<file path="src/rtl/seg_scan_capture.sv">
// seg_scan_capture: recovers the four digits shown on a multiplexed, active-low
// 7-segment display by watching its anode and segment lines.
// Optional build macro DP_CAPTURE_EN: when defined, the decimal point of each
// digit is synchronized and captured into dp_mask; otherwise dp_mask stays 0.
module seg_scan_capture #(
  parameter int unsigned SETTLE_CYCLES  = 16,
  parameter int unsigned TIMEOUT_CYCLES = 1048576
) (
  input  logic       clk,
  input  logic       reset,
  input  logic [3:0] an,
  input  logic [6:0] seg,
  input  logic       dp_n,
  output logic [3:0] digit0,
  output logic [3:0] digit1,
  output logic [3:0] digit2,
  output logic [3:0] digit3,
  output logic [3:0] dp_mask,
  output logic       frame_strobe,
  output logic       frame_valid,
  output logic       seg_err,
  output logic       scan_lost
);

  localparam int unsigned SW = $clog2(SETTLE_CYCLES + 1);
  localparam int unsigned TW = $clog2(TIMEOUT_CYCLES);
  localparam logic [SW-1:0] SettleMax   = SW'(SETTLE_CYCLES);
  localparam logic [SW-1:0] SettleLast  = SW'(SETTLE_CYCLES - 1);
  localparam logic [TW-1:0] TimeoutLast = TW'(TIMEOUT_CYCLES - 1);

  // Returns {err, value}; blank decodes to E without error.
  function automatic logic [4:0] decode_seg(input logic [6:0] s);
    logic [4:0] r;
    case (s)
      7'h40:   r = 5'h00;
      7'h79:   r = 5'h01;
      7'h24:   r = 5'h02;
      7'h30:   r = 5'h03;
      7'h19:   r = 5'h04;
      7'h12:   r = 5'h05;
      7'h02:   r = 5'h06;
      7'h78:   r = 5'h07;
      7'h00:   r = 5'h08;
      7'h10:   r = 5'h09;
      7'h7F:   r = 5'h0E;
      default: r = 5'h1F;
    endcase
    return r;
  endfunction

  logic [3:0]    an_s1_q, an_s2_q, an_prev_q;
  logic [6:0]    seg_s1_q, seg_s2_q;
  logic [SW-1:0] settle_q, settle_d;
  logic [TW-1:0] tmo_q, tmo_d;
  logic [3:0]    captured_q, captured_d;
  logic [3:0]    digit_q [4];
  logic [3:0]    digit_d [4];
  logic          strobe_q, strobe_d;
  logic          valid_q, valid_d;
  logic          err_q, err_d;
  logic          lost_q, lost_d;

  logic [3:0] an_sel;
  logic       an_ok, an_chg, cap_fire, to_hit, frame_done;
  logic [3:0] cap_mask;
  logic [4:0] seg_dec;

  // Anode qualification and capture strobe derived from synchronized inputs.
  always_comb begin
    an_sel   = ~an_s2_q;
    an_ok    = (an_sel != 4'd0) && ((an_sel & (an_sel - 4'd1)) == 4'd0);
    an_chg   = (an_s2_q != an_prev_q);
    // Fires once per dwell, on the step where the settle counter reaches its limit.
    cap_fire = !an_chg && an_ok && (settle_q == SettleLast);
    cap_mask = cap_fire ? an_sel : 4'd0;
    seg_dec  = decode_seg(seg_s2_q);
  end

  // Next-state for counters, capture bookkeeping and status flags.
  always_comb begin
    settle_d   = settle_q;
    tmo_d      = tmo_q;
    captured_d = captured_q;
    strobe_d   = 1'b0;
    valid_d    = valid_q;
    err_d      = 1'b0;
    lost_d     = lost_q;
    for (int i = 0; i < 4; i++) digit_d[i] = digit_q[i];

    if (an_chg) begin
      settle_d = '0;
      tmo_d    = '0;
    end else begin
      if (an_ok && (settle_q != SettleMax)) settle_d = settle_q + SW'(1);
      if (tmo_q != TimeoutLast) tmo_d = tmo_q + TW'(1);
    end
    to_hit = (tmo_d == TimeoutLast);

    for (int i = 0; i < 4; i++) begin
      if (cap_mask[i]) digit_d[i] = seg_dec[3:0];
    end
    err_d = cap_fire && seg_dec[4];

    // A completed frame is acknowledged one cycle after the last capture.
    frame_done = (captured_q == 4'hF);
    captured_d = (frame_done ? 4'd0 : captured_q) | cap_mask;
    if (frame_done) valid_d = 1'b1;
    strobe_d = frame_done && !to_hit;

    if (an_chg && an_ok) lost_d = 1'b0;
    if (to_hit) begin
      lost_d     = 1'b1;
      valid_d    = 1'b0;
      captured_d = 4'd0;
    end
  end

  // Synchronizers and all state registers, synchronous active-high reset.
  always_ff @(posedge clk) begin
    if (reset) begin
      an_s1_q    <= 4'hF;
      an_s2_q    <= 4'hF;
      an_prev_q  <= 4'hF;
      seg_s1_q   <= 7'h7F;
      seg_s2_q   <= 7'h7F;
      settle_q   <= '0;
      tmo_q      <= '0;
      captured_q <= 4'd0;
      strobe_q   <= 1'b0;
      valid_q    <= 1'b0;
      err_q      <= 1'b0;
      lost_q     <= 1'b0;
      for (int i = 0; i < 4; i++) digit_q[i] <= 4'hE;
    end else begin
      an_s1_q    <= an;
      an_s2_q    <= an_s1_q;
      an_prev_q  <= an_s2_q;
      seg_s1_q   <= seg;
      seg_s2_q   <= seg_s1_q;
      settle_q   <= settle_d;
      tmo_q      <= tmo_d;
      captured_q <= captured_d;
      strobe_q   <= strobe_d;
      valid_q    <= valid_d;
      err_q      <= err_d;
      lost_q     <= lost_d;
      for (int i = 0; i < 4; i++) digit_q[i] <= digit_d[i];
    end
  end

  assign digit0       = digit_q[0];
  assign digit1       = digit_q[1];
  assign digit2       = digit_q[2];
  assign digit3       = digit_q[3];
  assign frame_strobe = strobe_q;
  assign frame_valid  = valid_q;
  assign seg_err      = err_q;
  assign scan_lost    = lost_q;

`ifdef DP_CAPTURE_EN
  logic       dp_s1_q, dp_s2_q;
  logic [3:0] dp_mask_q, dp_mask_d;

  // Decimal point of the captured digit is stored as lit-high.
  always_comb begin
    dp_mask_d = dp_mask_q;
    for (int i = 0; i < 4; i++) begin
      if (cap_mask[i]) dp_mask_d[i] = ~dp_s2_q;
    end
  end

  // Decimal-point synchronizer and captured mask.
  always_ff @(posedge clk) begin
    if (reset) begin
      dp_s1_q   <= 1'b1;
      dp_s2_q   <= 1'b1;
      dp_mask_q <= 4'd0;
    end else begin
      dp_s1_q   <= dp_n;
      dp_s2_q   <= dp_s1_q;
      dp_mask_q <= dp_mask_d;
    end
  end

  assign dp_mask = dp_mask_q;
`else
  logic unused_dp_n;
  assign unused_dp_n = dp_n;
  assign dp_mask     = 4'd0;
`endif

endmodule

</file>
<file path="config.mk">
export PLATFORM = sky130hd
export DESIGN_NAME = seg_scan_capture
export DESIGN_NICKNAME = d
export VERILOG_FILES = /design/src/rtl/seg_scan_capture.sv
export SDC_FILE = /design/constraint.sdc
export NUM_CORES = 1
export LEC_CHECK = 0
export BUFFER_PORTS_ARGS = -buffer_cell sky130_fd_sc_hd__buf_2
export CAP_MARGIN = 20
export CORE_MARGIN = 2
export CORE_UTILIZATION = 55
export CTS_CLUSTER_SIZE = 28
export DETAILED_ROUTE_END_ITERATION = 6
export PLACE_DENSITY_LB_ADDON = 0.05
export SLEW_MARGIN = 25
export SYNTH_ARGS = -nofsm -noshare
export SYNTH_HDL_FRONTEND = slang
export SYNTH_SLANG_ARGS = --single-unit
</file>
<file path="constraint.sdc">
create_clock -name clk -period 2.8 [get_ports clk]
set_input_delay 0.14 -clock clk [delete_from_list [all_inputs] [get_ports clk]]
set_output_delay 0.14 -clock clk [all_outputs]
set_load 0.02 [all_outputs]
</file>
# Word-level counts from Yosys, hierarchy flattened
# Memory sizes are Yosys's and may differ from the RTL's.
# Index checks and enable logic that the tools add are counted.
# totals
out_inout_bits,24
memories,1
reg_bits,59
word_cells,72
inputBits,14
ram_bits,16
# mem_list
name,depth,width,read_ports,rd_ports_with_merged_regs,write_ports,line,source
digit_q,4,4,4,0,4,56,logic [3:0] digit_q [4];
# classes
mux,18
eq_ne,16
n_reduce_logical,15
addsub,3
n_bitwise,7
# op_table
cell,n
$pmux 5 s11,1
$mux 20,2
$mux 4,10
$eq 7x7->1 const B,4
$eq 7x5->1 const B,3
$add 20x1->20 const B,1
$eq 20x20->1 const B,1
$ne 20x20->1 const B,1
$eq 7x6->1 const B,2
$eq 7x2->1 const B,1
$logic_and 1x1->1,7
$logic_not 7->1,1
$add 5x1->5 const B,1
$eq 5x4->1 const B,1
$mux 1,5
$ne 5x5->1 const B,1
$and 4x4->4,1
$eq 4x4->1 const B,1
$logic_not 4->1,1
$ne 4x4->1,1
$not 4->4,1
$or 1x1->1,4
$or 4x4->4,1
$reduce_bool 4->1,1
4 further kinds,6

# Depth between registers and ports, before layout
# Gate-level depths: netlist of run 1.
# depth
word_depth,10
mapped_depth,9
mapped_depth_nobuf,7

# Worst setup path after synthesis of run 1
# Ideal clock, no wire load.
# synth_path
path_kind,register to register
startpoint,register tmo_q[1]
endpoint,register valid_q (netlist: frame_valid)
required_ns,2.656
t_arrival_ns,1.966
path_slack_ns,0.690
stages_incl_launch_ff,9
period_less_slack_ns,2.110
setup_ns,0.144
path_buffers,1
path_cell_list,dfxtp_1 -> ha_1 -> buf_4 -> nand4_2 -> nor4_1 -> o31a_2 -> o22ai_1 -> nor4_4 -> a221oi_1
# synth_between
elab_chain_len,5
word_cells_on_any_way,6
cone_classes,1 x add/sub; 2 x eq/ne; 2 x mux; 1 x reduce/logical
# synth_lines
element,line,source
"start, declared",54,"logic [TW-1:0] tmo_q, tmo_d;"
"start signal, assigned",141,tmo_q <= tmo_d;
$add 20x1->20 or $ne 20x20->1 (tied branches),95,if (tmo_q != TimeoutLast) tmo_d = tmo_q + TW'(1);
$mux 20 *,95,
$mux 20 *,90,if (an_chg) begin
$eq 20x20->1 *,97,to_hit = (tmo_d == TimeoutLast);
$reduce_or 2->1 (no source line) *,--,
"end signal, assigned",144,valid_q <= valid_d;
"end, declared",59,"logic valid_q, valid_d;"
# Every way passes the cells marked *; elsewhere a longest branch is shown, timed or not.
# A chain may end at the register's enable or synchronous reset.

# Worst setup path after layout of run 1
# layout_path
startpoint,register tmo_q[1]
endpoint,register captured_q[3]
# layout_between
elab_chain_len,5
word_cells_on_any_way,6
cone_classes,1 x add/sub; 2 x eq/ne; 2 x mux; 1 x reduce/logical
# layout_lines
element,line,source
$add 20x1->20 or $ne 20x20->1 (tied branches),95,
$mux 20 *,95,
$mux 20 *,90,
$eq 20x20->1 *,97,
$reduce_or 2->1 (no source line) *,--,
"end signal, assigned",142,captured_q <= captured_d;
"end, declared",55,"logic [3:0] captured_q, captured_d;"
# Marks and branches as above.

==> results of run 1 <==
through the flow:
stage	hold slack [ns]	instance area [um2]	util, %
floorplan	0.2438	3481	-
global placement	0.3224	3642	60.44
detailed placement	0.3235	3642	60.44
CTS	0.3405	3954	65.61
global route	0.3750	3960	65.72
finish	0.3484	3960	65.72
logic make-up after synthesis:
logic type      after synthesis  synth area share [%]
mux                           5                 1.443
flops                        75                 43.27
fa+ha+maj                     4                 1.443
xor+xnor                     19                 4.796
simple gates                154                 28.99
compound gates               69                 15.00
buf+inv                      31                 4.940
other cells                   1                0.1081
area by class of cell:
cell class | instances | area, um2
multi-input combinational | 255 | 1814
sequential | 75 | 1501
timing repair buffer | 49 | 315.3
clock inverter | 5 | 60.06
clock buffer | 11 | 141.4
inverter | 9 | 33.78
fill | 496 | 2066
tap | 75 | 93.84
routing by layer:
layer	vias to the layer above	GRT usage, %	wire length, um
met4	0	8.504	51
li1	1377	-	-
met2	61	30.72	2985
met1	1217	28.95	3349
met5	-	0	0
met3	4	3.877	292
worst max path at each step:
stage                               end  slack (ns)  depth (start not counted)
after floorplan             frame_valid        0.69                          8
after global placement      frame_valid        0.30                          7
final                     captured_q[3]        0.18                          7
after global routing      captured_q[3]        0.01                          7
after CTS                 captured_q[3]        0.24                          7
after detailed placement  captured_q[3]        0.25                          7
worst register-to-register path: stages (launching register included):
cell	delay, ns
dfxtp_1	0.40
ha_1	0.32
nand4_2	0.37
nor3_2	0.37
o41a_1	0.23
o22ai_1	0.15
nor4_4	0.50
a211oi_1	0.15
flip-flops by register name, summed over array words and instances (netlist names), 4 cells and up:
register    cells
digit_q        16
seg_s1_q        7
an_s1_q         4
seg_s2_q        7
an_s2_q         4
settle_q        5
tmo_q          20
an_prev_q       4
captured_q      4
where the power goes:
group | switching, mW | internal [mW] | total [mW]
registers | 0.0174 | 1.09 | 1.10
logic | 0.0724 | 0.0559 | 0.128
clock network | 0.397 | 0.441 | 0.838
total | 0.487 | 1.58 | 2.07
what timing repair did:
item | in CTS | in global routing
resized for setup | 0 | 1
setup endpoints to repair | 0 | 6
hold buffers | 11 | 0
setup buffers | 0 | 0
hold endpoints to repair | 11 | 0
synth_stat cells, types with 2 or more instances:
master | number | area [um2]
ha_1 | 4 | 50.05
a31oi_1 | 3 | 18.77
nand4_2 | 2 | 25.02
nand2_1 | 13 | 48.80
and4b_1 | 2 | 20.02
a221oi_1 | 2 | 17.52
nor4_4 | 3 | 63.81
nor2b_1 | 14 | 87.58
and3_2 | 2 | 15.01
a21oi_1 | 15 | 75.07
nand4_4 | 2 | 42.54
xor2_1 | 8 | 70.07
nor3b_1 | 5 | 37.54
nand4b_1 | 2 | 17.52
xnor2_1 | 11 | 96.34
clkbuf_1 | 9 | 33.78
and4_1 | 2 | 17.52
inv_1 | 9 | 33.78
nor4_1 | 8 | 50.05
dfxtp_1 | 75 | 1501
a211oi_1 | 7 | 52.55
nand3_2 | 2 | 20.02
or2_2 | 26 | 162.7
nand3_1 | 9 | 45.04
o21ai_0 | 8 | 40.04
nor3_2 | 5 | 50.05
o31a_1 | 2 | 17.52
and3_1 | 4 | 25.02
nor2_1 | 23 | 86.33
buf_6 | 3 | 33.78
buf_4 | 8 | 60.06
or3_1 | 2 | 12.51
a211o_1 | 13 | 113.9
nor3_1 | 12 | 60.06
nand4_1 | 7 | 43.79
o41a_1 | 2 | 22.52
mux2i_1 | 5 | 50.05
o21ba_2 | 3 | 30.03
==> results_dict.tcl, run 1 <==
set metrics [dict create \
    ys_seq_elements 75 \
    worstPathArrival_ns 2.81 \
    rsz0062_at_grt "no" \
    max_slew.worst_pin.slew_ns 0.9716 \
    io_pins 38 \
    routed_via_density 5.551 \
    power_density_nw_per_um2 523.0 \
    clk_pin_slew_worst_paths_ns 0.08 \
    syn_inst 358 \
    drc_errors 0 \
    core_area_um2 6026 \
    drive_gt1_share_pct 26.73 \
    cts_made_buffers 9 \
    clock_skew_ns 0.01332 \
    cts_tree "done" \
    yosysWarnings 0 \
    place_hpwl_um 4484 \
    synth_cell_types 64 \
    drv_slew 0 \
    vias 2659 \
    setup_viol 0 \
    grt_pass1_wl_um 11680 \
    fmax_ghz 0.3823 \
    htreeDepth 3 \
    seq_area_frac_synth_pct 43.27 \
    power.total_mw 2.071 \
    p_leak_nw 1.445 \
    start_kind "register" \
    period_share_pct 93.43 \
    crit_buf_inv 0 \
    n_antenna_cell 0 \
    cp-end-kind "register" \
    ys.flop_type "dfxtp_1" \
    ff2ff_setup_slack_ns 0.18 \
    holdPathEnd "digit_q[2][0]" \
    relSlewSlack_pct 35.23 \
    min-delay-start "reset" \
    peakVddDrop_mv 0.3940 \
    grt_overflow_total 0 \
    grt_use_total_pct 20.48 \
    gp_congestion 0.8512 \
    dp_cells 452 \
    maxCapViolCount 0 \
    grt_pass1_vias 2509 \
    initial_utilization_pct 57.58 \
    r2r_cells 7 \
    io_buffers 32 \
    avgSynthCellArea_um2 9.692 \
    initialDrtViolationCount 165 \
    grt_max_degree 52 \
    die-width_um 83.43 \
    hold_depth 3 \
    async_flop_share_pct 0 \
    die_h_um 83.43 \
    status "completed" \
    dpl_worst_slack_ns 0.2478 \
    path_cells "ha_1 -> nand4_2 -> nor3_2 -> o41a_1 -> o22ai_1 -> nor4_4 -> a211oi_1" \
    dieArea_um2 6960 \
    fin_tns_setup_ns 0 \
    ant_nets 0 \
    drt-pass1-iter-count 4 \
    clockBufferDepth 2 \
    slowest_stage "nor4_4" \
    clk_latency_ns 0.34 \
    finish.net_count 417 \
    wl_um 6678 \
    path_class "register to register" \
    r2r-start "tmo_q[1]" \
    setup.worst_path.start "tmo_q[1]" \
    hold_viol_final 0 \
    antenna_found_initial 0 \
    final_common_cell "dfxtp_1" \
    min_period_ns 2.616 \
    hold_path.class "primary input to register" \
    critical-path-top-delay-family "simple AND/OR/NAND/NOR gates" \
    fin_ws_ns 0.1840 \
    synth_edf_count 0 \
    areaGrowthSynthToFinish_pct 14.14 \
    final_cells 479 \
    cts-root-buf "clkbuf_8" \
    layout_common_cells "dfxtp_1, buf_2, or2_2, nor2_1, a21oi_1" \
    cp_data_required_time_ns 3.00 \
    clock-sinks 75 \
    syn_area_um2 3470 \
    cp_max_fo 10 \
    max_stage_delay_ns 0.50 \
    wire_per_inst_um 13.94 \
    rr_endpoint "captured_q[3]" \
    placementRows 28 \
]
(Power assumes the default switching activity.)
==> run 2: changes to the inputs <==
==> constraint.sdc (replaced) <==
create_clock -name clk -period 2.8 [get_ports clk]
set_input_delay 0.56 -clock clk [delete_from_list [all_inputs] [get_ports clk]]
set_output_delay 0.56 -clock clk [all_outputs]
set_load 0.02 [all_outputs]
==> run 2 against run 1 <==
Flip-flop and latch count did not move. Clock skew decreased by 0.0067 ns. Worst hold slack improved by 0.036 ns.
==> results_dict.tcl, run 2 (same netlist as run 1, synthesis figures left out) <==
set metrics [dict create \
    fin_tns_setup_ns 0 \
    cts_setup_buffers 0 \
    holdPathEnd "seg_s1_q[4]" \
    cts_made_buffers 9 \
    fin_util_pct 63.77 \
    maxCapViolCount 0 \
    vias 2634 \
    drt-pass1-iter-count 4 \
    cts_tree "done" \
    dieArea_um2 6960 \
    ant_nets 0 \
    clk_latency_ns 0.35 \
    final_common_cell "dfxtp_1" \
    power_density_nw_per_um2 519.5 \
    regArea_um2 1501 \
    max_stage_delay_ns 0.51 \
    critical-path-top-delay-family "simple AND/OR/NAND/NOR gates" \
    grt_pass1_wl_um 11080 \
    die-width_um 83.43 \
    p_comb_share_pct 5.8 \
    initial_utilization_pct 57.58 \
    period_share_pct 85.80 \
    peakVddDrop_mv 0.5434 \
    clock-sinks 75 \
    areaGrowthSynthToFinish_pct 10.75 \
    wire_per_inst_um 13.97 \
    gp_congestion 0.8775 \
    largest_register_ff_count 20 \
    worstPathArrival_ns 2.62 \
    cts-root-buf "clkbuf_8" \
    status "completed" \
    largest-register "tmo_q" \
    min_period_ns 2.402 \
    rsz0062_at_grt "no" \
    grt_max_degree 52 \
    grt_use_total_pct 19.55 \
    slowest_stage "dfxtp_1" \
    cp_max_fo 10 \
    drive_gt1_share_pct 27.85 \
    swShare_pct 25.54 \
    core_area_um2 6026 \
    hold_path.class "primary input to register" \
    cts_resized 0 \
    io_buffers 32 \
    p_sw_mw 0.5098 \
    layout_common_cells "dfxtp_1, buf_2, or2_2, nor2_1, a21oi_1" \
    antenna_found_initial 0 \
    p_clk_share_pct 38.9 \
    rr_endpoint "captured_q[3]" \
    io_pins 38 \
    hold_buffers 0 \
    clock_skew_ns 0.006598 \
    clockBufferDepth 2 \
    clk_pin_slew_worst_paths_ns 0.08 \
    path_cells "and3_1 -> nand3_2 -> a2111oi_2 -> xnor2_1 -> nor4_4 -> a211oi_1" \
    multi_input_area_um2 1808 \
    drv_slew 0 \
    routed_via_density 5.604 \
    setup_viol 0 \
    ff2ff_setup_slack_ns 0.40 \
    p_leak_nw 1.401 \
    htreeDepth 3 \
    wl_um 6565 \
    start_kind "register" \
    fmax_ghz 0.4163 \
    drc_errors 0 \
    hold_viol_final 0 \
    place_hpwl_um 4580 \
    nFillCells 554 \
    r2r-start "tmo_q[2]" \
    hold_depth 2 \
    max_slew.worst_pin.slew_ns 0.9685 \
    cp-end-kind "register" \
    r2r_cells 6 \
    crit_buf_inv 0 \
    placementRows 28 \
    grt_overflow_total 0 \
    p_int_mw 1.486 \
    n_antenna_cell 0 \
    path_class "register to register" \
    finish.net_count 408 \
    cp_data_required_time_ns 3.02 \
    grt_pass1_vias 2318 \
    p_seq_share_pct 55.3 \
    die_h_um 83.43 \
    min-delay-start "seg[4]" \
    initialDrtViolationCount 162 \
    relSlewSlack_pct 35.44 \
    reg_top3 "tmo_q (20), digit_q (16)" \
]
## run 2: cell count changes in the layout (fill, tap and decap cells not counted), sizes merged
cell,before,now
bufinv,1,0
clkbuf,11,10
dlygate4sd3,11,0
clkinv,1,3
buf,38,40
## run 2: worst max path at each step
stage / from / to / cells after the start
3_5_place_dp: tmo_q[2] / frame_valid / 6
2_1_floorplan: tmo_q[1] / frame_valid / 8
6_report: tmo_q[2] / captured_q[3] / 6
3_3_place_gp: tmo_q[2] / frame_valid / 6
4_1_cts: tmo_q[2] / frame_valid / 6
5_1_grt: tmo_q[1] / frame_valid / 8
## run 2: power by group through the flow
stage,Combinational (mW),Clock [mW],Sequential [mW]
after floorplan,0.0932,0,1.12
after global placement,0.115,0,1.13
after detailed placement,0.117,0,1.13
after CTS,0.117,0.797,1.10
after global routing,0.131,0.844,1.11
final,0.117,0.776,1.10
## run 2: worst reg2reg max path: stages, from the launching register on
cell and delay, ns:
dfxtp_1 0.51, and3_1 0.28, nand3_2 0.22, a2111oi_2 0.47
xnor2_1 0.22, nor4_4 0.44, a211oi_1 0.13
## run 2: layout make-up
class | instances | area share, %
timing repair buffer | 40 | 5.731
multi-input combinational | 255 | 47.05
clock inverter | 6 | 1.237
inverter | 9 | 0.8792
clock buffer | 10 | 3.582
sequential | 75 | 39.08
tap | 75 | 2.442
## run 2: through the flow
step,power [mW],worst slack [ns],cells,cell area (um2),hold slack (ns)
final,1.996,0.3977,470,3842,0.3844
after global routing,2.083,0.2246,470,3842,0.3612
after CTS,2.018,0.4285,470,3842,0.3678
after detailed placement,1.246,0.4452,454,3657,0.3923
after global placement,1.243,0.4538,454,3657,0.3919
after floorplan,1.217,0.6899,361,3481,0.3895
## run 2: layer usage
metal,global-route usage [%],vias up,wire [um]
li1,-,1358,-
met1,26.95,1211,3318
met2,29.69,55,2868
met3,6.362,10,292
met4,4.985,0,86
met5,0,-,0
